<file path="config.mk">
export PLATFORM = sky130hd
export DESIGN_NAME = cpu_sequencer
export DESIGN_NICKNAME = d
export VERILOG_FILES = /design/src/rtl/chip8_pkg.sv /design/src/rtl/call_stack.sv /design/src/rtl/cpu_sequencer.sv
export SDC_FILE = /design/constraint.sdc
export NUM_CORES = 1
export LEC_CHECK = 0
export ABC_AREA = 1
export CORE_MARGIN = 10
export CORE_UTILIZATION = 55
export CTS_BUF_LIST = sky130_fd_sc_hd__clkbuf_2
export DETAILED_ROUTE_END_ITERATION = 7
export PLACE_DENSITY = 0.79
export SYNTH_ARGS = -nofsm -noshare
export SYNTH_HDL_FRONTEND = slang
export SYNTH_SLANG_ARGS = --single-unit
</file>
<file path="constraint.sdc">
create_clock -name clk -period 2.2 [get_ports clk]
set_clock_uncertainty 0.15 [all_clocks]
set_input_delay 0.44 -clock clk [delete_from_list [all_inputs] [get_ports clk]]
set_output_delay 0.44 -clock clk [all_outputs]
set_load 0.02 [all_outputs]
</file>
<file path="src/rtl/chip8_pkg.sv">
// Shared CHIP-8 definitions: opcode classes produced by the decoder and the
// sequencer FSM state encoding.
package chip8_pkg;

    typedef enum logic [2:0] {
        ST_IDLE,
        ST_FETCH_HI,
        ST_FETCH_LO,
        ST_LATCH,
        ST_DECODE,
        ST_EXEC,
        ST_WAIT,
        ST_FAULT
    } seq_state_t;

    localparam logic [5:0] OP_SYS          = 6'd0;
    localparam logic [5:0] OP_DISP_CLR     = 6'd1;
    localparam logic [5:0] OP_RET          = 6'd2;
    localparam logic [5:0] OP_JMP          = 6'd3;
    localparam logic [5:0] OP_CALL         = 6'd4;
    localparam logic [5:0] OP_SE_VX_BYTE   = 6'd5;
    localparam logic [5:0] OP_SNE_VX_BYTE  = 6'd6;
    localparam logic [5:0] OP_SE_VX_VY     = 6'd7;
    localparam logic [5:0] OP_LD_VX_BYTE   = 6'd8;
    localparam logic [5:0] OP_ADD_VX_BYTE  = 6'd9;
    localparam logic [5:0] OP_LD_VX_VY     = 6'd10;
    localparam logic [5:0] OP_OR_VX_VY     = 6'd11;
    localparam logic [5:0] OP_AND_VX_VY    = 6'd12;
    localparam logic [5:0] OP_XOR_VX_VY    = 6'd13;
    localparam logic [5:0] OP_ADD_VX_VY    = 6'd14;
    localparam logic [5:0] OP_SUB_VX_VY    = 6'd15;
    localparam logic [5:0] OP_SHR_VX       = 6'd16;
    localparam logic [5:0] OP_SUBN_VX_VY   = 6'd17;
    localparam logic [5:0] OP_SHL_VX       = 6'd18;
    localparam logic [5:0] OP_SNE_VX_VY    = 6'd19;
    localparam logic [5:0] OP_LD_I_ADDR    = 6'd20;
    localparam logic [5:0] OP_JMP_V0_ADDR  = 6'd21;
    localparam logic [5:0] OP_RND_VX_BYTE  = 6'd22;
    localparam logic [5:0] OP_DRW          = 6'd23;
    localparam logic [5:0] OP_SKP_VX       = 6'd24;
    localparam logic [5:0] OP_SKNP_VX      = 6'd25;
    localparam logic [5:0] OP_LD_VX_DT     = 6'd26;
    localparam logic [5:0] OP_LD_VX_K      = 6'd27;
    localparam logic [5:0] OP_LD_DT_VX     = 6'd28;
    localparam logic [5:0] OP_LD_ST_VX     = 6'd29;
    localparam logic [5:0] OP_ADD_I_VX     = 6'd30;
    localparam logic [5:0] OP_LD_F_VX      = 6'd31;
    localparam logic [5:0] OP_LD_B_VX      = 6'd32;
    localparam logic [5:0] OP_STORE_REG_VX = 6'd33;
    localparam logic [5:0] OP_READ_REG_VX  = 6'd34;

    // Classes the sequencer resolves itself; everything else goes to the execution units.
    function automatic logic is_internal(input logic [5:0] cls);
        return (cls == OP_SYS) || (cls == OP_RET) || (cls == OP_JMP) || (cls == OP_CALL);
    endfunction

endpackage

</file>
<file path="src/rtl/call_stack.sv">
// Return-address stack. With CPU_STACK_CHECK_EN the pointer saturates at DEPTH
// (caller must honour full/empty); otherwise it wraps modulo DEPTH.
module call_stack
    import chip8_pkg::*;
#(
    parameter int DEPTH = 16
) (
    input  logic                       clk,
    input  logic                       rst,
    input  logic                       push,
    input  logic                       pop,
    input  logic [11:0]                push_data,
    output logic [11:0]                top_data,
    output logic [$clog2(DEPTH):0]     sp,
    output logic                       full,
    output logic                       empty
);

    localparam int AW = $clog2(DEPTH);
    localparam logic [AW:0] ONE = {{AW{1'b0}}, 1'b1};

    logic [11:0]   mem [DEPTH];
    logic [AW:0]   sp_up;
    logic [AW:0]   sp_down;
    logic [AW-1:0] top_idx;

`ifdef CPU_STACK_CHECK_EN
    assign sp_up   = sp + ONE;
    assign sp_down = sp - ONE;
`else
    assign sp_up   = {1'b0, sp[AW-1:0] + ONE[AW-1:0]};
    assign sp_down = {1'b0, sp[AW-1:0] - ONE[AW-1:0]};
`endif

    assign top_idx  = sp[AW-1:0] - ONE[AW-1:0];
    assign top_data = mem[top_idx];
    // sp never exceeds DEPTH, so the extra bit alone marks a full stack.
    assign full     = sp[AW];
    assign empty    = (sp == '0);

    always_ff @(posedge clk) begin
        if (push) begin
            mem[sp[AW-1:0]] <= push_data;
        end
    end

    always_ff @(posedge clk or posedge rst) begin
        if (rst) begin
            sp <= '0;
        end else if (push) begin
            sp <= sp_up;
        end else if (pop) begin
            sp <= sp_down;
        end
    end

endmodule

</file>
<file path="src/rtl/cpu_sequencer.sv">
// CHIP-8 fetch/decode/dispatch sequencer with return stack.
// Optional stack over/underflow trapping via macro CPU_STACK_CHECK_EN.
module cpu_sequencer
    import chip8_pkg::*;
#(
    parameter logic [11:0] PC_RESET    = 12'h200,
    parameter int          STACK_DEPTH = 16
) (
    input  logic        clk,
    input  logic        rst,
    input  logic        run,
    output logic        mem_rd,
    output logic [11:0] mem_addr,
    input  logic [7:0]  mem_rdata,
    output logic [15:0] instruction,
    input  logic [5:0]  decode,
    input  logic [11:0] addr_in,
    output logic        exec_start,
    input  logic        exec_done,
    input  logic        exec_skip,
    input  logic        exec_load,
    input  logic [11:0] exec_pc,
    output logic [11:0] pc,
    output logic        busy,
    output logic        fault
);

    localparam int AW = $clog2(STACK_DEPTH);

    seq_state_t  state_reg;
    logic [7:0]  hi_reg;
    logic        fault_reg;
    logic        push;
    logic        pop;
    logic [11:0] top_data;
    logic [AW:0] sp;
    logic        full;
    logic        empty;
    logic        unused_stack;

`ifdef CPU_STACK_CHECK_EN
    assign push  = (state_reg == ST_EXEC) && (decode == OP_CALL) && !full;
    assign pop   = (state_reg == ST_EXEC) && (decode == OP_RET) && !empty;
    assign fault = fault_reg;
`else
    assign push  = (state_reg == ST_EXEC) && (decode == OP_CALL);
    assign pop   = (state_reg == ST_EXEC) && (decode == OP_RET);
    assign fault = 1'b0;
`endif

    // Decoded from the state register so the pulse lands in EXEC itself,
    // letting exec_done arrive in the very next cycle.
    assign exec_start   = (state_reg == ST_EXEC) && !is_internal(decode);
    assign busy         = (state_reg != ST_IDLE) && (state_reg != ST_FAULT);
    assign unused_stack = &{1'b0, sp, full, empty, fault_reg};

    call_stack #(.DEPTH(STACK_DEPTH)) u_call_stack (
        .clk       (clk),
        .rst       (rst),
        .push      (push),
        .pop       (pop),
        .push_data (pc),
        .top_data  (top_data),
        .sp        (sp),
        .full      (full),
        .empty     (empty)
    );

    always_ff @(posedge clk or posedge rst) begin
        if (rst) begin
            state_reg   <= ST_IDLE;
            pc          <= PC_RESET;
            instruction <= 16'h0000;
            hi_reg      <= 8'h00;
            mem_rd      <= 1'b0;
            mem_addr    <= 12'h000;
            fault_reg   <= 1'b0;
        end else begin
            case (state_reg)
                ST_IDLE: begin
                    if (run) begin
                        mem_rd    <= 1'b1;
                        mem_addr  <= pc;
                        state_reg <= ST_FETCH_HI;
                    end
                end
                ST_FETCH_HI: begin
                    mem_addr  <= pc + 12'd1;
                    state_reg <= ST_FETCH_LO;
                end
                ST_FETCH_LO: begin
                    hi_reg    <= mem_rdata;
                    mem_rd    <= 1'b0;
                    state_reg <= ST_LATCH;
                end
                ST_LATCH: begin
                    instruction <= {hi_reg, mem_rdata};
                    pc          <= pc + 12'd2;
                    state_reg   <= ST_DECODE;
                end
                ST_DECODE: begin
                    state_reg <= ST_EXEC;
                end
                ST_EXEC: begin
                    case (decode)
                        OP_JMP: begin
                            pc        <= addr_in;
                            state_reg <= ST_IDLE;
                        end
                        OP_CALL: begin
`ifdef CPU_STACK_CHECK_EN
                            if (full) begin
                                fault_reg <= 1'b1;
                                state_reg <= ST_FAULT;
                            end else
`endif
                            begin
                                pc        <= addr_in;
                                state_reg <= ST_IDLE;
                            end
                        end
                        OP_RET: begin
`ifdef CPU_STACK_CHECK_EN
                            if (empty) begin
                                fault_reg <= 1'b1;
                                state_reg <= ST_FAULT;
                            end else
`endif
                            begin
                                pc        <= top_data;
                                state_reg <= ST_IDLE;
                            end
                        end
                        OP_SYS: begin
                            state_reg <= ST_IDLE;
                        end
                        default: begin
                            state_reg <= ST_WAIT;
                        end
                    endcase
                end
                ST_WAIT: begin
                    if (exec_done) begin
                        if (exec_load) begin
                            pc <= exec_pc;
                        end else if (exec_skip) begin
                            pc <= pc + 12'd2;
                        end
                        state_reg <= ST_IDLE;
                    end
                end
                ST_FAULT: begin
                    state_reg <= ST_FAULT;
                end
                default: begin
                    state_reg <= ST_IDLE;
                end
            endcase
        end
    end

endmodule

</file>
### Yosys cells after proc, flatten, opt, wreduce, memory -nomap -nowiden

Memory sizes are Yosys's and may differ from the RTL's.
Index checks and enable logic that the tools add are counted.

| word-level totals | value |
|---|---|
| word-level logic and storage cells | 65 |
| memories kept | 1 |
| memory bits (writable) | 192 |
| flip-flop bits (word level) | 56 |
| bits of input ports | 44 |
| output and inout bits | 44 |

| cells by class | value |
|---|---|
| eq/ne operators | 15 |
| reduce and logical (&&, ||, !) cells | 21 |
| add/subtract/negate cells | 4 |
| multiplexer cells | 17 |

Memory list:

| name | depth | width | read ports | clocked after memory_dff | write ports | line | RTL |
|---|---|---|---|---|---|---|---|
| u_call_stack.mem | 16 | 12 | 1 | 0 | 1 | call_stack.sv:22 | `logic [11:0] mem [DEPTH];` |

Operators by type and width:

| kind | count |
|---|---|
| 12-bit 2-to-1 mux | 4 |
| 12-bit case mux with 2 select lines | 2 |
| 12-bit case mux with 3 select lines | 1 |
| 3-bit case mux with 8 select lines | 1 |
| 12-bit by 1-bit adder with 12-bit output, second input constant | 1 |
| 12-bit by 2-bit adder with 12-bit output, second input constant | 1 |
| 3-bit == test, second input constant | 4 |
| 6-bit by 2-bit == test with 1-bit output, second input constant | 2 |
| 3-bit 2-to-1 mux | 3 |
| 4-bit 2-to-1 mux | 2 |
| 3-bit by 2-bit == test with 1-bit output, second input constant | 2 |
| 6-bit by 3-bit == test with 1-bit output, second input constant | 1 |
| 6-bit logical NOT | 1 |
| 3-bit inequality test, second input constant | 2 |
| 2-bit AND reduction | 3 |
| 2-bit nonzero test | 3 |
| 3-bit nonzero test | 2 |
| 4-bit by 1-bit adder with 4-bit output, second input constant | 1 |
| 1-bit logical AND | 4 |
| 2-bit inequality test, second input constant | 2 |
| 4-bit AND reduction | 1 |
| 4-bit OR reduction | 1 |
| 4-bit by 1-bit subtractor with 4-bit output, second input constant | 1 |
| 3-bit by 1-bit == test with 1-bit output, second input constant | 1 |
| other kinds (7) | 11 |

### Logic depth before layout (Yosys ltp)

| logic depth | value |
|---|---|
| depth after elaboration | 6 |
| mapped depth | 16 |
| depth with buffers taken out | 12 |

### Hierarchy

A second synthesis with hierarchy kept.

| unflattened totals | value |
|---|---|
| cells, all modules | 1224 |
| area, all modules | 11573.6 um2 |

By module, submodules not included:

| module | cells each | times used | seq. area each (um2) | area each (um2) |
|---|---|---|---|---|
| call_stack | 843 | 1 | 5865.6 | 8683.3 |
| cpu_sequencer | 381 | 1 | 1302.5 | 2890.3 |

### Worst setup path before layout

OpenSTA, ideal clock, no wires.

| timing | value |
|---|---|
| kind | register -> register |
| start | register u_call_stack.sp[0] |
| end | register pc[4] |
| stages on the path, launching flop included | 15 |
| buffers on the path | 5 |
| setup slack | -0.138 ns |
| data required time | 1.928 ns |
| arrival | 2.066 ns |
| period minus slack after synthesis | 2.338 ns |
| cells stage by stage | dfrtp_1 buf_4 inv_2 buf_4 buf_2 ha_1 buf_2 buf_1 nand3_1 nand3_1 nand3_1 nand2_1 nand2_1 nand2_1 a21oi_1 |

| between the ends | value |
|---|---|
| word-level cells in the longest chain between the ends | 4 |

Ends and longest elaborated chain:

| element | line | RTL |
|---|---|---|
| start: declaration | call_stack.sv:14 | `output logic [$clog2(DEPTH):0] sp,` |
| start signal: assignment | call_stack.sv:51 | `sp <= sp_up;` |
| start signal: assignment | call_stack.sv:53 | `sp <= sp_down;` |
| 4-bit by 1-bit subtractor with 4-bit output | call_stack.sv:35 | `assign top_idx = sp[AW-1:0] - ONE[AW-1:0];` |
| memory read 16 x 12 bit | - |  |
| 12-bit case mux with 2 select lines | cpu_sequencer.sv:105 | `case (decode)` |
| 12-bit case mux with 3 select lines | cpu_sequencer.sv:79 | `case (state_reg)` |
| end signal: assignment | cpu_sequencer.sv:98 | `pc <= pc + 12'd2;` |
| end signal: assignment | cpu_sequencer.sv:107 | `pc <= addr_in;` |
| end signal: assignment | cpu_sequencer.sv:118 | `pc <= addr_in;` |
| end: declaration | cpu_sequencer.sv:23 | `output logic [11:0] pc,` |

Every way passes these cells.
A chain may end at the register's enable or synchronous reset.

### Worst setup path after layout

| timing | value |
|---|---|
| start | register state_reg[1] |
| end | output exec_start |

| between the ends | value |
|---|---|
| word-level cells in the longest chain between the ends | 2 |

Ends and longest elaborated chain:

| element | line | RTL |
|---|---|---|
| start: declaration | cpu_sequencer.sv:30 | `seq_state_t state_reg;` |
| start signal: assignment | cpu_sequencer.sv:71 | `state_reg <= ST_IDLE;` |
| start signal: assignment | cpu_sequencer.sv:84 | `state_reg <= ST_FETCH_HI;` |
| start signal: assignment | cpu_sequencer.sv:89 | `state_reg <= ST_FETCH_LO;` |
| 3-bit == test | cpu_sequencer.sv:53 | `assign exec_start = (state_reg == ST_EXEC) && !is_internal(decode);` |
| 1-bit logical AND | cpu_sequencer.sv:53 |  |
| end: declaration | cpu_sequencer.sv:18 | `output logic exec_start,` |

Every way passes these cells.

==> results.md <==
Yosys:
- The synthesized netlist net count is 1132.
- The count of synthesis-stage warnings from yosys is 0.
- Counting instances in the post-synthesis netlist gives the leading cell types as sky130_fd_sc_hd__nand2_1 (338), sky130_fd_sc_hd__edfxtp_1 (192), sky130_fd_sc_hd__nand3_1 (190).
- The netlist area before placement is 0.0110 mm2.
- The number of synthesized register bits is 248.
- The most common cell in the synthesized netlist is sky130_fd_sc_hd__nand2_1.
- Sorting the synthesized cells by area gives the leading types as sky130_fd_sc_hd__edfxtp_1 (53%), sky130_fd_sc_hd__dfrtp_1 (13%), sky130_fd_sc_hd__nand2_1 (12%).
- The share of synthesized flip-flops with an asynchronous set or reset is 22.6%.
- The register area share after synthesis is 65.4%.
- In the synthesized netlist the dominant register cell turns out to be sky130_fd_sc_hd__edfxtp_1.
- Synthesis produced 1081 cells.
- After synthesis, the largest area contributor takes up 52.6% of total cell area.
- Counting distinct cell types in the post-synthesis netlist gives 30.
- The biggest area contributor in the post-synthesis netlist is sky130_fd_sc_hd__edfxtp_1.
- The average cell area after synthesis is 10.1 um2.
- The count of flip-flops with a built-in enable after synthesis is 192.

Placement:
- The congestion estimate from routability-driven global placement came to 0.936.
- Summed over all nets, the half-perimeter wirelength after detailed placement is 20500 um.
- The pre-CTS setup slack is -385 ps.
- The cell area reported after detailed placement is 0.0126 mm2.
- The number of I/O port buffers is 86.
- The number of cells in the design after placement is 1461.

Route:
- In the routed layout, each cell is associated on average with a via count of 5.60.
- The detailed-router iteration count before antenna repair is 6.
- The routed layout has 8963 vias.
- The DRC violation total after the first TritonRoute iteration is 941.
- The count of nets left with antenna violations once routing finished came out at 0.
- In the routed design, unresolved DRC markers number 0.
- After detailed routing, the average wire length per cell comes to 19.6 um.
- The sum of routed wire length over all layers is 31300 um.

Pwr:
- The standby leakage power is 5.58 nW.
- For this design the ratio of total power to cell area is 1250 mW/mm2.
- The worst supply voltage drop on vdd is 0.000800 V.

Worst setup path:
- The endpoint identified for the worst register-to-register timing path is pc[5].
- The origin of the critical flop-to-flop path is u_call_stack.sp[1].
- Along the worst path, the maximum fanout reaches 2.
- Counting cells, the worst reg-to-reg path comes to 14.
- For the worst setup path, the data arrival time is 1830 ps.
- STA classifies the critical path endpoint as an output port.
- The critical path class is flip-flop to output port.
- The required time of the worst setup path is 1610 ps.
- STA classifies the critical path startpoint as a flip-flop.
- The setup slack on the worst flop-to-flop path is 50 ps.

Global routing:
- Global routing used 23.1% of the available tracks.
- Entering global routing, the biggest net connects 100 pins.
- The leftover overflow at the end of global routing is 0.
- The wire length of the first global-routing pass is 47700 um.
- The initial antenna violation count is 4.
- The via count of the first global-routing pass is 8901.

Status:
- The final reports fail on negative setup slack.
- The flow ran to the end, but the final reports show violations.

Clock network:
- The clock latency on the worst-skew pair is 880 ps.
- Counting the buffers created by CTS gives 57.
- The longest clock path from root to sink contains 3 buffers.
- The count of H-tree levels built during CTS is 2.
- TritonCTS built the clock tree.
- Counting every sink on the clock net gives 248.
- After clock tree synthesis, the clock-pin slew on the worst setup and hold paths is 120 ps.
- The cell sitting at the root of the clock tree is a sky130_fd_sc_hd__clkbuf_2.

Min path:
- The startpoint of the most critical hold path is mem_rdata[5].
- The sink of the worst hold path is hi_reg[5].
- In this run the worst hold path is classified as primary input to flip-flop.
- Counting instances, the worst hold path has a depth of 3.

Final layout:
- The number of flip-flops in the largest register is 192.
- Once layout is complete, the cells apart from fillers number 1600.
- The design area is 0.0135 mm2.
- The number of nets in the layout is 1335.
- The share of post-route cells with drive strength above 1 is 23.3%.
- The area growth from synthesis to layout is 23.1%.
- The post-layout utilization of the core is 69.1%.

STA:
- The total setup violations reported at the end of the flow is 2.
- After routing, the total negative slack on setup checks comes to -379 ps.
- Static timing analysis puts the maximum clock frequency at 414 MHz.
- The final critical-path required period is 2420 ps.
- Setup repair after global routing could not meet its margin everywhere.
- The worst path setup slack after routing is -215 ps.
- The number of endpoints with negative hold slack in the final report was 0.
- The final-report max-slew violation count is 0.
- The final critical-path share of the clock period is 110%.

Die:
- The initial standard-cell utilization of the core is 56.1%.
- The die is 161 um wide.
- Pin placement for this block handled 88 I/O pins.
- The core region is 0.0195 mm2.
- The area of the die is 0.0260 mm2.
- Measured along the y axis, the die boundary spans 161 um.
- The initialized floorplan defines 51 standard-cell rows.

Run:
- The count of maximum capacitance violations is 0.
-- cell usage in the layout (no fill, tap or decap), types with 15 or more instances in the layout --
cell                              netlist  final
sky130_fd_sc_hd__a21oi_1               23     20
sky130_fd_sc_hd__buf_4                  8     82
sky130_fd_sc_hd__clkbuf_2               0     94
sky130_fd_sc_hd__clkdlybuf4s50_1        0     43
sky130_fd_sc_hd__clkinv_1               1     18
sky130_fd_sc_hd__clkinv_2               0     15
sky130_fd_sc_hd__dfrtp_1               55     42
sky130_fd_sc_hd__edfxtp_1             192    192
sky130_fd_sc_hd__inv_1                 47     41
sky130_fd_sc_hd__nand2_1              338    329
sky130_fd_sc_hd__nand3_1              190    185
sky130_fd_sc_hd__nor2_1                72     56
sky130_fd_sc_hd__o21ai_0               43     43
-- worst max-delay path, cell delays in order, from the launching register on --
cell and delay [ps]:
sky130_fd_sc_hd__dfrtp_1 400, sky130_fd_sc_hd__inv_2 80, sky130_fd_sc_hd__nand2_4 50, sky130_fd_sc_hd__nor2_4 100, sky130_fd_sc_hd__nand4_1 120, sky130_fd_sc_hd__inv_1 100, sky130_fd_sc_hd__buf_6 120
-- cells by family after synthesis --
kind of cell / Yosys count / share of synthesized area (%)
adder cells (fa/ha/maj): 7 / 0.799
other: 1 / 0.0342
multiplexers: 8 / 0.822
flip-flops: 248 / 65.4
XOR/XNOR: 8 / 0.639
buffers and inverters: 105 / 4.14
AO/OA/AOI/OAI: 86 / 4.33
AND/OR/NAND/NOR: 618 / 23.9
-- per-stage QoR --
step	power [W]	hold slack (ps)
3_5_place_dp	0.0135	319
4_1_cts	0.0165	1.06
6_report	0.0169	52.8
5_1_grt	0.0179	11.0
2_1_floorplan	0.0105	299
3_3_place_gp	0.0133	315
-- report_power, final --
| group | switching, W | internal, W |
|---|---|---|
| clock network | 0.00190 | 0.00107 |
| logic | 0.00487 | 0.00254 |
| registers | 0.000410 | 0.00608 |
-- layout make-up --
type	instances	area, um2
multi-input cells	728	3510
inverters	53	204
clock buffers	73	365
fillers	1456	6030
well taps	265	332
repair buffers	196	1720
flip-flops and latches	248	7180
clock inverters	34	176
diodes	3	7.51
-- how the worst max path moves through the flow --
stage,startpoint,to,slack [ps],cells after the start
after floorplan,u_call_stack.sp[0],u_call_stack.mem[12][0],-30,7
after global placement,decode[5],u_call_stack.mem[3][4],-350,8
after detailed placement,decode[5],u_call_stack.mem[3][4],-390,8
after CTS,state_reg[1],exec_start,-270,6
after global routing,state_reg[1],exec_start,-340,6
final,state_reg[1],exec_start,-220,6
-- per-layer routing --
layer  wire length, um  GRT usage (%)  up-vias
li1                  -              -     4134
met1             11300           27.9     4217
met3              3450           6.05       90
met2             15500           38.7      520
met5                13              0        -
met4              1010           9.55        2
-- repair_timing --
item / CTS / global route
endpoints found under the setup margin: 62 / 159
endpoints found under the hold margin: 18 / 1
hold buffers: 3 / 1
gates resized for setup: 134 / 105
pin swaps: 4 / 4
cloned: 0 / 2
setup buffers: 18 / 5
Note: power is estimated with default switching activity, not from simulation.
